<file path="src/rtl/bg_pkg.sv">
// Shared definitions for background draw blocks.
// Holds the per-theme palette (struct of 12-bit colours and the 4-entry
// theme table), the packed VGA timing bundle used by delay lines, the
// colour-class enum passed between pipeline stages, and small helpers.
package bg_pkg;

    typedef struct packed {
        logic [11:0] wall_base;
        logic [11:0] mortar;
        logic [11:0] col_base;
        logic [11:0] col_dark;
        logic [11:0] win_hi;
        logic [11:0] win_lo;
        logic [11:0] win_glow;
        logic [11:0] floor_base;
        logic [11:0] floor_dark;
    } palette_t;

    localparam palette_t THEME_PALETTE [4] = '{
        '{12'h833, 12'h444, 12'h999, 12'h666, 12'hccf, 12'h448, 12'hfe6, 12'h553, 12'h331},
        '{12'h358, 12'h222, 12'h8ab, 12'h567, 12'heff, 12'h235, 12'hff9, 12'h234, 12'h112},
        '{12'h6a4, 12'h353, 12'hbb8, 12'h885, 12'hffd, 12'h341, 12'hfd5, 12'h762, 12'h431},
        '{12'h747, 12'h303, 12'hdad, 12'h979, 12'hfcf, 12'h526, 12'hf8f, 12'h425, 12'h213}
    };

    typedef struct packed {
        logic [10:0] vcount;
        logic [10:0] hcount;
        logic        vsync;
        logic        hsync;
        logic        vblnk;
        logic        hblnk;
    } vga_timing_t;

    localparam int VGA_TIMING_W = $bits(vga_timing_t);

    typedef enum logic [3:0] {
        ClrBlack,
        ClrWall,
        ClrMortar,
        ClrColBase,
        ClrColDark,
        ClrWinHi,
        ClrWinLo,
        ClrWinGlow,
        ClrFloorBase,
        ClrFloorDark
    } bg_colour_e;

    // Window centres are spread evenly across the gap between two columns.
    function automatic int win_centre(int col_w, int col_pitch, int num_windows, int idx);
        if (num_windows <= 0) return 0;
        return col_w + ((col_pitch - col_w) * (2 * idx + 1)) / (2 * num_windows);
    endfunction

    function automatic logic [11:0] palette_pick(palette_t pal, bg_colour_e cls);
        logic [11:0] rgb;
        rgb = 12'h000;
        case (cls)
            ClrWall:      rgb = pal.wall_base;
            ClrMortar:    rgb = pal.mortar;
            ClrColBase:   rgb = pal.col_base;
            ClrColDark:   rgb = pal.col_dark;
            ClrWinHi:     rgb = pal.win_hi;
            ClrWinLo:     rgb = pal.win_lo;
            ClrWinGlow:   rgb = pal.win_glow;
            ClrFloorBase: rgb = pal.floor_base;
            ClrFloorDark: rgb = pal.floor_dark;
            default:      rgb = 12'h000;
        endcase
        return rgb;
    endfunction

endpackage

</file>
<file path="src/rtl/vga_if.sv">
// VGA timing + colour bundle.
// in : consumer view (all fields are inputs)
// out: producer view (all fields are outputs)
interface vga_if;
    logic [10:0] vcount;
    logic [10:0] hcount;
    logic        vsync;
    logic        hsync;
    logic        vblnk;
    logic        hblnk;
    logic [11:0] rgb;

    modport in  (input  vcount, hcount, vsync, hsync, vblnk, hblnk, rgb);
    modport out (output vcount, hcount, vsync, hsync, vblnk, hblnk, rgb);
endinterface

</file>
<file path="src/rtl/vga_delay.sv">
// Fixed-length delay line for the packed VGA timing bundle.
// Ports:
//   clk  - clock
//   rst  - asynchronous active-high reset, clears every stage
//   din  - timing bundle in (bg_pkg::vga_timing_t packed)
//   dout - timing bundle DELAY cycles later
module vga_delay
    import bg_pkg::*;
#(
    parameter int DELAY = 3
) (
    input  logic                    clk,
    input  logic                    rst,
    input  logic [VGA_TIMING_W-1:0] din,
    output logic [VGA_TIMING_W-1:0] dout
);

    logic [VGA_TIMING_W-1:0] pipe_q [DELAY];

    always_ff @(posedge clk or posedge rst) begin
        if (rst) begin
            for (int i = 0; i < DELAY; i++) pipe_q[i] <= '0;
        end else begin
            pipe_q[0] <= din;
            for (int i = 1; i < DELAY; i++) pipe_q[i] <= pipe_q[i-1];
        end
    end

    assign dout = pipe_q[DELAY-1];

endmodule

</file>
<file path="src/rtl/draw_bg_scroll.sv">
// Scrolling brick-wall background with columns, windows and a floor.
// Ports:
//   clk, rst     - clock; asynchronous active-high reset
//   vga_in       - incoming timing (rgb ignored)
//   vga_out      - timing delayed 3 cycles plus background rgb
//   scroll_x_in  - requested world x offset, latched by scroll_we
//   theme_in     - requested palette theme, latched by theme_we
// Requests sit in pending registers and only become active on a vblnk
// rising edge so a frame never tears.
module draw_bg_scroll
    import bg_pkg::*;
#(
    parameter int FLOOR_Y     = 500,
    parameter int TILE_LOG2   = 4,
    parameter int COL_PITCH   = 256,
    parameter int COL_W       = 32,
    parameter int NUM_WINDOWS = 2
) (
    input  logic        clk,
    input  logic        rst,
    vga_if.in           vga_in,
    vga_if.out          vga_out,
    input  logic [10:0] scroll_x_in,
    input  logic        scroll_we,
    input  logic [1:0]  theme_in,
    input  logic        theme_we
);

    localparam int WIN_TOP  = FLOOR_Y / 3;
    localparam int WIN_HALF = 32;
    localparam int WIN_H    = 96;
    localparam int WIN_HI_H = 20;

    // ---------------- frame-synchronous control ----------------
    logic        vblnk_prev_q;
    logic        vblnk_rise;
    logic [10:0] pending_scroll_q, pending_scroll_d;
    logic [1:0]  pending_theme_q, pending_theme_d;
    logic [10:0] active_scroll_q;
    logic [1:0]  active_theme_q;
    logic [7:0]  frame_cnt_q;

    assign vblnk_rise       = vga_in.vblnk & ~vblnk_prev_q;
    // A strobe coinciding with the rise is forwarded straight to active.
    assign pending_scroll_d = scroll_we ? scroll_x_in : pending_scroll_q;
    assign pending_theme_d  = theme_we ? theme_in : pending_theme_q;

    always_ff @(posedge clk or posedge rst) begin
        if (rst) begin
            vblnk_prev_q     <= 1'b0;
            pending_scroll_q <= '0;
            pending_theme_q  <= '0;
            active_scroll_q  <= '0;
            active_theme_q   <= '0;
            frame_cnt_q      <= '0;
        end else begin
            vblnk_prev_q     <= vga_in.vblnk;
            pending_scroll_q <= pending_scroll_d;
            pending_theme_q  <= pending_theme_d;
            if (vblnk_rise) begin
                active_scroll_q <= pending_scroll_d;
                active_theme_q  <= pending_theme_d;
                frame_cnt_q     <= frame_cnt_q + 8'd1;
            end
        end
    end

    // ---------------- stage 1: world coordinates ----------------
    // Theme and glow are captured with the pixel so in-flight pixels keep
    // the frame's values even if the active registers change behind them.
    logic [10:0] s1_wx_q;
    logic [10:0] s1_y_q;
    logic        s1_blank_q;
    logic        s1_glow_q;
    logic        s1_valid_q;
    logic [1:0]  s1_theme_q;

    always_ff @(posedge clk or posedge rst) begin
        if (rst) begin
            s1_wx_q    <= '0;
            s1_y_q     <= '0;
            s1_blank_q <= 1'b0;
            s1_glow_q  <= 1'b0;
            s1_valid_q <= 1'b0;
            s1_theme_q <= '0;
        end else begin
            s1_wx_q    <= vga_in.hcount + active_scroll_q;
            s1_y_q     <= vga_in.vcount;
            s1_blank_q <= vga_in.hblnk | vga_in.vblnk;
            s1_glow_q  <= frame_cnt_q[3];
            s1_valid_q <= 1'b1;
            s1_theme_q <= active_theme_q;
        end
    end

    // ---------------- stage 2: region classification ----------------
    logic [10:0]        px;
    logic [TILE_LOG2:0] xm;
    logic               in_col;
    logic               in_win;
    logic               mortar;
    bg_colour_e         s2_cls_d, s2_cls_q;
    logic [1:0]         s2_theme_q;

    always_comb begin
        px     = s1_wx_q & 11'(COL_PITCH - 1);
        in_col = int'(px) < COL_W;
        in_win = 1'b0;
        for (int k = 0; k < 4; k++) begin
            if (k < NUM_WINDOWS &&
                int'(px) >= win_centre(COL_W, COL_PITCH, NUM_WINDOWS, k) - WIN_HALF &&
                int'(px) <= win_centre(COL_W, COL_PITCH, NUM_WINDOWS, k) + WIN_HALF) begin
                in_win = 1'b1;
            end
        end
        in_win = in_win && int'(s1_y_q) > WIN_TOP && int'(s1_y_q) < WIN_TOP + WIN_H;

        // Odd brick rows shift by half a tile; x mod 2T lives in the low bits.
        xm = s1_wx_q[TILE_LOG2:0] +
             (s1_y_q[TILE_LOG2] ? {1'b0, 1'b1, {(TILE_LOG2-1){1'b0}}} : '0);
        // Upper bits all-zero => (x mod 2T) < 2; all-one => > 2T-3.
        mortar = (xm[TILE_LOG2:1] == '0) || (xm[TILE_LOG2:1] == '1) ||
                 (s1_y_q[TILE_LOG2-1:1] == '0);

        s2_cls_d = ClrBlack;
        if (!s1_valid_q || s1_blank_q) begin
            s2_cls_d = ClrBlack;
        end else if (int'(s1_y_q) >= FLOOR_Y) begin
            s2_cls_d = (s1_y_q[2:1] == 2'b00) ? ClrFloorDark : ClrFloorBase;
        end else if (in_col) begin
            s2_cls_d = (s1_wx_q[1:0] == 2'b01) ? ClrColDark : ClrColBase;
        end else if (in_win) begin
            if (int'(s1_y_q) < WIN_TOP + WIN_HI_H) s2_cls_d = ClrWinHi;
            else                                  s2_cls_d = s1_glow_q ? ClrWinGlow : ClrWinLo;
        end else if (mortar) begin
            s2_cls_d = ClrMortar;
        end else begin
            s2_cls_d = ClrWall;
        end
    end

    // ---------------- stages 2/3 registers ----------------
    logic [11:0] rgb_q;

    always_ff @(posedge clk or posedge rst) begin
        if (rst) begin
            s2_cls_q   <= ClrBlack;
            s2_theme_q <= '0;
            rgb_q      <= '0;
        end else begin
            s2_cls_q   <= s2_cls_d;
            s2_theme_q <= s1_theme_q;
            rgb_q      <= palette_pick(THEME_PALETTE[s2_theme_q], s2_cls_q);
        end
    end

    // ---------------- timing delay line ----------------
    vga_timing_t dly_in, dly_out;

    assign dly_in.vcount = vga_in.vcount;
    assign dly_in.hcount = vga_in.hcount;
    assign dly_in.vsync  = vga_in.vsync;
    assign dly_in.hsync  = vga_in.hsync;
    assign dly_in.vblnk  = vga_in.vblnk;
    assign dly_in.hblnk  = vga_in.hblnk;

    vga_delay #(
        .DELAY(3)
    ) u_vga_delay (
        .clk (clk),
        .rst (rst),
        .din (dly_in),
        .dout(dly_out)
    );

    assign vga_out.vcount = dly_out.vcount;
    assign vga_out.hcount = dly_out.hcount;
    assign vga_out.vsync  = dly_out.vsync;
    assign vga_out.hsync  = dly_out.hsync;
    assign vga_out.vblnk  = dly_out.vblnk;
    assign vga_out.hblnk  = dly_out.hblnk;
    assign vga_out.rgb    = rgb_q;

    // Incoming colour is deliberately discarded.
    logic unused_rgb;
    assign unused_rgb = ^vga_in.rgb;

endmodule

</file>
<file path="src/flat_wrapper.sv">
// flat-port wrapper written by rule: the top's interface ports become plain ports
module draw_bg_scroll_flat import bg_pkg::*;
#(
    parameter int FLOOR_Y     = 500,
    parameter int TILE_LOG2   = 4,
    parameter int COL_PITCH   = 256,
    parameter int COL_W       = 32,
    parameter int NUM_WINDOWS = 2
)
  (clk, rst, scroll_x_in, scroll_we, theme_in, theme_we, vga_in_vcount, vga_in_hcount, vga_in_vsync, vga_in_hsync, vga_in_vblnk, vga_in_hblnk, vga_in_rgb, vga_out_vcount, vga_out_hcount, vga_out_vsync, vga_out_hsync, vga_out_vblnk, vga_out_hblnk, vga_out_rgb);
  vga_if vga_in_i ();
  vga_if vga_out_i ();
  input  logic clk;
  input  logic rst;
  input  logic [10:0] scroll_x_in;
  input  logic scroll_we;
  input  logic [1:0] theme_in;
  input  logic theme_we;
  input wire logic [$bits(vga_in_i.vcount)-1:0] vga_in_vcount;
  input wire logic [$bits(vga_in_i.hcount)-1:0] vga_in_hcount;
  input wire logic [$bits(vga_in_i.vsync)-1:0] vga_in_vsync;
  input wire logic [$bits(vga_in_i.hsync)-1:0] vga_in_hsync;
  input wire logic [$bits(vga_in_i.vblnk)-1:0] vga_in_vblnk;
  input wire logic [$bits(vga_in_i.hblnk)-1:0] vga_in_hblnk;
  input wire logic [$bits(vga_in_i.rgb)-1:0] vga_in_rgb;
  output wire logic [$bits(vga_out_i.vcount)-1:0] vga_out_vcount;
  output wire logic [$bits(vga_out_i.hcount)-1:0] vga_out_hcount;
  output wire logic [$bits(vga_out_i.vsync)-1:0] vga_out_vsync;
  output wire logic [$bits(vga_out_i.hsync)-1:0] vga_out_hsync;
  output wire logic [$bits(vga_out_i.vblnk)-1:0] vga_out_vblnk;
  output wire logic [$bits(vga_out_i.hblnk)-1:0] vga_out_hblnk;
  output wire logic [$bits(vga_out_i.rgb)-1:0] vga_out_rgb;
  assign vga_in_i.vcount = vga_in_vcount;
  assign vga_in_i.hcount = vga_in_hcount;
  assign vga_in_i.vsync = vga_in_vsync;
  assign vga_in_i.hsync = vga_in_hsync;
  assign vga_in_i.vblnk = vga_in_vblnk;
  assign vga_in_i.hblnk = vga_in_hblnk;
  assign vga_in_i.rgb = vga_in_rgb;
  assign vga_out_vcount = vga_out_i.vcount;
  assign vga_out_hcount = vga_out_i.hcount;
  assign vga_out_vsync = vga_out_i.vsync;
  assign vga_out_hsync = vga_out_i.hsync;
  assign vga_out_vblnk = vga_out_i.vblnk;
  assign vga_out_hblnk = vga_out_i.hblnk;
  assign vga_out_rgb = vga_out_i.rgb;
  draw_bg_scroll #(.FLOOR_Y(FLOOR_Y), .TILE_LOG2(TILE_LOG2), .COL_PITCH(COL_PITCH), .COL_W(COL_W), .NUM_WINDOWS(NUM_WINDOWS)) u_core (.clk(clk), .rst(rst), .vga_in(vga_in_i), .vga_out(vga_out_i), .scroll_x_in(scroll_x_in), .scroll_we(scroll_we), .theme_in(theme_in), .theme_we(theme_we));
endmodule
</file>
<file path="config.mk">
export PLATFORM = sky130hd
export DESIGN_NAME = draw_bg_scroll_flat
export DESIGN_NICKNAME = d
export VERILOG_FILES = /design/src/rtl/bg_pkg.sv /design/src/rtl/vga_if.sv /design/src/rtl/vga_delay.sv /design/src/rtl/draw_bg_scroll.sv /design/src/flat_wrapper.sv
export SDC_FILE = /design/constraint.sdc
export NUM_CORES = 1
export LEC_CHECK = 0
export ABC_AREA = 1
export ABC_CLOCK_PERIOD_IN_PS = 4400
export CAP_MARGIN = 10
export CORE_MARGIN = 3
export CORE_UTILIZATION = 49
export CTS_BUF_LIST = sky130_fd_sc_hd__clkbuf_4
export DETAILED_ROUTE_END_ITERATION = 8
export PLACE_DENSITY = 0.77
export SLEW_MARGIN = 20
export SYNTH_ARGS = -nofsm -noshare
export SYNTH_HDL_FRONTEND = slang
export SYNTH_SLANG_ARGS = --single-unit
export TNS_END_PERCENT = 10
</file>
<file path="constraint.sdc">
create_clock -name clk -period 4.4 [get_ports clk]
set_input_delay 0.88 -clock clk [delete_from_list [all_inputs] [get_ports clk]]
set_output_delay 0.88 -clock clk [all_outputs]
set_load 0.05 [all_outputs]
</file>
---- Word level (Yosys, flattened, before mapping) ----
Cells that the tools add are included.
storage, ports and cells
  input port bits ......................... 55
  register bits after elaboration ......... 152
  output and inout port bits .............. 38
  word-level logic and storage cells ...... 75
cells by class
  mux-type cells .......................... 18
  equality and inequality tests ........... 11
  magnitude comparators ................... 10
  reduce and logical (&&, ||, !) cells .... 11
  $add $sub $neg .......................... 3
  bitwise operators ....................... 4
operator list
  operator                                                                           number
  108-bit binary-select mux with 2-bit select                                        1
  108-bit two-way mux                                                                2
  12-bit case mux with 9 select lines                                                1
  4-bit two-way mux                                                                  6
  4-bit by 3-bit == test with 1-bit output (second input constant)                   4
  4-bit == test (second input constant)                                              3
  11-bit by 9-bit >= comparator with 1-bit output (second input constant)            1
  11-bit by 8-bit greater-than comparator with 1-bit output (second input constant)  1
  11-bit by 8-bit less-than comparator with 1-bit output (second input constant)     1
  11-bit by 9-bit less-than comparator with 1-bit output (second input constant)     1
  11-bit two-way mux                                                                 1
  8-bit by 1-bit adder with 8-bit output (second input constant)                     1
  8-bit adder                                                                        1
  4-bit by 2-bit == test with 1-bit output (second input constant)                   2
  8-bit by 6-bit >= comparator with 1-bit output (second input constant)             1
  8-bit >= comparator (second input constant)                                        1
  8-bit by 7-bit less-or-equal comparator with 1-bit output (second input constant)  1
  8-bit less-or-equal comparator (second input constant)                             1
  8-bit by 6-bit less-than comparator with 1-bit output (second input constant)      1
  5-bit by 4-bit adder with 5-bit output                                             1
  4-bit by 1-bit == test with 1-bit output (second input constant)                   1
  1-bit logical AND                                                                  4
  4-bit zero test                                                                    1
  1-bit two-way mux                                                                  4
  other kinds (12)                                                                   15

---- Depth between registers and ports, before layout ----
  depth in word-level cells ............... 10
  mapped depth ............................ 11
  gate-level depth less buffers ........... 11

---- Modules after synthesis ----
A second synthesis with hierarchy kept.
unflattened totals
  cells, all modules ...................... 459
  area total of the unflattened synthesis .. 5,440.2 um2
modules (own cells, without submodules)
  module          cells each  area each (um2)  sequential area each (um2)  times used
  draw_bg_scroll  354         3,289.4          1,676.6                     1
  vga_delay       105         2,150.8          1,951.9                     1

---- Worst setup path after synthesis ----
Ideal clock, no wire load.
  path kind ............................... input port to flip-flop
  start point ............................. in vga_in_hcount[0]
  end point ............................... reg u_core.s1_wx_q[6]
  library setup time ...................... 0.122 ns
  stages on the path ...................... 8
  arrival ................................. 1.987 ns
  data required time ...................... 4.278 ns
  slack ................................... 2.291 ns
  path buffers ............................ 0
  path through ............................ ha_1 -> inv_1 -> fa_1 -> o21ai_1 -> nand2_1 -> a21oi_1 -> nor2_1 -> xnor2_1
on the way
  cells in the longest elaborated chain, start to end .. 1
ends and longest elaborated chain
  element               line                  RTL
  start, declared       flat_wrapper.sv:20    input wire logic [$bits(vga_in_i.hcount)-1:0] vga_in_hcount;
  8-bit adder           draw_bg_scroll.sv:87  s1_wx_q <= vga_in.hcount + active_scroll_q;
  end signal, assigned  draw_bg_scroll.sv:87
  end, declared         draw_bg_scroll.sv:71  logic [10:0] s1_wx_q;
Every way passes these cells.
A chain may end at the register's enable or synchronous reset.

---- Worst setup path after layout ----
  start point ............................. reg u_core.u_vga_delay.pipe_q (netlist bit u_core.u_vga_delay.dout[5])
  end point ............................... out vga_out_hcount[1]
RTL lines
  element          line                RTL
  start, declared  vga_delay.sv:18     logic [VGA_TIMING_W-1:0] pipe_q [DELAY];
  end, declared    flat_wrapper.sv:27  output wire logic [$bits(vga_out_i.hcount)-1:0] vga_out_hcount;
No word-level cell between the ends.

==> out/summary.txt <==
=================================================================================
Run status ......................................................... complete, no violations
Instance area at placement .........................................     5950 um2
Peak supply drop ...................................................   0.000232 V
Slew margin rel. ...................................................        57.8%
Overall track demand over capacity in global routing ...............        17.0%
Max Slew Vio Count .................................................            0
Nets ...............................................................          610
Final core area utilization ........................................        62.2%
Total inserted antenna cells .......................................            0
Fraction of layout cells with a size suffix above 1 ................        11.9%
Clock Skews ........................................................      10.2 ps
Chip width .........................................................       108 um
Antenna violation net count after detailed routing .................            0
Layout overhead on the synthesized area ............................        20.9%
Post-synth net total ...............................................          535
Antenna violations before repair ...................................            0
Leading post-synthesis cells by cell area .......................... dfrtp_1 65%, nand2_1 5.8%, inv_1 3.4%
Fraction of registers with async set or reset after synthesis ......         100%
Count of buffers inserted at the top-level ports ...................           77
Routed length per placed instance ..................................      13.2 um
Clock Tree Root ....................................................     clkbuf_4
Post-Synth Adder-Cell Area .........................................        3.79%
Clock Tree Buf Depth ...............................................            2
Total of warnings raised by yosys ..................................            0
Vertical die dimension .............................................       108 um
Wire length of the first global-routing pass .......................     15300 um
Total Neg Setup Slack ..............................................         0 ps
Highest-delay cell along the critical path ......................... clkdlybuf4s50_1
Sequential share of the synthesized area ...........................        64.7%
Number of buffers inserted by hold repair at cts ...................            0
Iteration-0 DRC Markers ............................................          107
Crit path time final ...............................................      2510 ps
# rows .............................................................           36
Proportion of synthesized area in mux cells ........................        2.19%
Total of flip-flops plus latches after synthesis ...................          133
Crit-path max FO ...................................................            1
Post-synthesis average cell area ...................................     11.1 um2
Sum of net half-perimeters after detailed placement ................      6670 um
Static leakage .....................................................   0.00295 uW
Latest clock arrival within the worst-skew pair ....................       490 ps
Transition at the pin with the smallest max-transition slack .......       631 ps
Total number of vias ...............................................         3375
Portion of synthesized cell area occupied by the leading cell type .        64.7%
Area of the multi-input gates ......................................     1430 um2
# IOs ..............................................................           93
Number of H-tree levels ............................................            4
Resized cells post-CTS .............................................            0
Max-cap viol count .................................................            0
CP Capture Type ....................................................   output pin
Filler cell count in the final layout ..............................          820
Min-delay worst type ............................................... register to register
Vias/cell ..........................................................         4.92
Unrepaired setup endpoints after global routing ....................           no
Area of the die ....................................................    11800 um2
Pin count of the biggest net entering global routing ...............           50
Power density over the cells .......................................   425 nW/um2
Number of buffers added by the clock tree synthesis step ...........           17
Final hold violation count .........................................            0
Ratio of final minimum period to clock period ......................        57.1%
Critical path class ................................................ register to output pin
Gpl congestion .....................................................        0.817
Cell-by-cell listing of the critical path .......................... clkdlybuf4s50_1
Total iterations of the first detailed-routing run .................            4
Starting density of the core .......................................        51.5%
Post-Synth XOR/XNOR Area ...........................................        1.87%
Number of sinks handled by clock tree synthesis ....................          133
Worst path buffer plus inverter count ..............................            1
Hold slack .........................................................       350 ps
Most common flop cell mapped by yosys ..............................      dfrtp_1
WP data arrival ....................................................      1630 ps
Final routed wirelength across all metal layers ....................      9050 um
Final setup violation count ........................................            0
Highest attainable clock frequency .................................    0.398 GHz
Placeable Area .....................................................    10000 um2
Vias in the first global route .....................................         3397
Kind of cell adding the most delay to the critical path ............ buffers and inverters
Share of synthesized cell area in and, or, nand and nor gates ......        13.6%
Sequential cell area ...............................................     3330 um2
Main combinational cell family by area after synthesis ............. simple AND/OR/NAND/NOR gates
Clock tree from TritonCTS ..........................................         done
Required time reported for the critical path endpoint ..............      3520 ps
Area of the mapped netlist .........................................     5140 um2
Cell taking the most area after synthesis ..........................      dfrtp_1
Number of setup buffers added after CTS ............................            0
Synthesized netlist cell count .....................................          465
Nature of the critical path startpoint .............................     register
Max incr delay on CP ...............................................       810 ps
Number of DRC violations after detailed routing ....................            0
Clock Pin Slew Worst Setup and Hold Paths ..........................       110 ps
Number of enable flip-flop cells after synthesis ...................            0
Count of unique library cells instantiated by Yosys ................           38
Residual overflow from global routing ..............................            0
Area fraction in compound gates after synthesis ....................        6.25%
Final Cell Area ....................................................     6220 um2
=================================================================================
## registers in the layout, indices dropped and copies added, names as in the netlist, 8 cells and up
register	cells
u_core.s1_wx_q	8
u_core.vga_out.rgb	12
u_core.active_scroll_q	8
u_core.pending_scroll_q	8
u_core.u_vga_delay.dout	26
u_core.s1_y_q	11
u_core.u_vga_delay.pipe_q	41
## synthesized netlist by cell type, drive strengths merged, types with 2 or more instances
master,n
dfrtp,133
nand2,84
inv,55
nor2,42
buf,23
o21ai,20
nand3,16
a21oi,14
ha,14
mux2,10
nor3,8
xnor2,6
nand4,5
o22ai,5
xor2,5
a211oi,3
a221oi,3
clkbuf,2
nor4,2
o2111ai,2
o211ai,2
o221ai,2
or2,2
## through the flow
stage | worst slack (ps) | total power, uW | cells
after floorplan | 1870 | 1770 | 465
after global placement | 1680 | 1900 | 654
after detailed placement | 1530 | 1910 | 654
after CTS | 1810 | 2680 | 686
after global routing | 1790 | 2810 | 686
final | 1890 | 2640 | 686
## power by group
part           leakage, uW  total, uW  switching, uW  internal, uW
registers          0.00159       1420           75.3          1340
logic              0.00122        468            286           183
clock network     0.000139        753            415           338
## metal layers
metal | wire (um) | track usage (%) | share of wire [%]
met1 | 3740 | 20.3 | 41
met2 | 4570 | 28.5 | 51
met5 | 0 | 0 | 0
met3 | 562 | 4.90 | 6.2
met4 | 176 | 7.57 | 1.9
## area by class of cell
type | count | area share (%)
well taps | 133 | 2.68
clock buffers | 18 | 2.17
clock inverters | 14 | 2.15
inverters | 56 | 3.44
repair buffers | 81 | 13.1
flip-flops and latches | 133 | 53.5
multi-input cells | 251 | 23.0
## cells by family after synthesis
group	Yosys count
muxes	10
AOI/OAI and AO/OA	54
DFF	133
adders and majority gates	15
and+or+nand+nor	160
other	1
buffers and inverters	81
xor gates and xnor gates	11
## cell usage in the layout, fill, tap and decap left out, drive strengths merged, types with 2 or more instances in the layout
master,n
a221oi,3
clkinvlp,4
clkdlybuf4s50,77
nor3,8
or2,2
o221ai,2
a21oi,14
xor2,5
dfrtp,133
nor4,2
a211oi,3
nand2,84
ha,14
o21ai,20
nor2,42
mux2,10
buf,4
inv,56
xnor2,6
nand4,5
o211ai,2
bufinv,2
clkinv,8
clkbuf,18
o22ai,5
nand3,16
o2111ai,2
## worst paths after layout
path	startpoint	to	slack (ps)	cells after the start
hold / removal	u_core.u_vga_delay.pipe_q[59]	u_core.u_vga_delay.pipe_q[33]	350	0
setup / recovery	u_core.u_vga_delay.dout[5]	vga_out_hcount[1]	1890	1
setup reg to reg	u_core.s2_theme_q[0]	u_core.vga_out.rgb[1]	2410	6
hold reg to reg	u_core.u_vga_delay.pipe_q[59]	u_core.u_vga_delay.pipe_q[33]	350	0
max in group asynchronous	rst	u_core.u_vga_delay.pipe_q[63]	2820	3
min in group asynchronous	rst	u_core.u_vga_delay.pipe_q[26]	820	2
(Power assumes the default switching activity.)
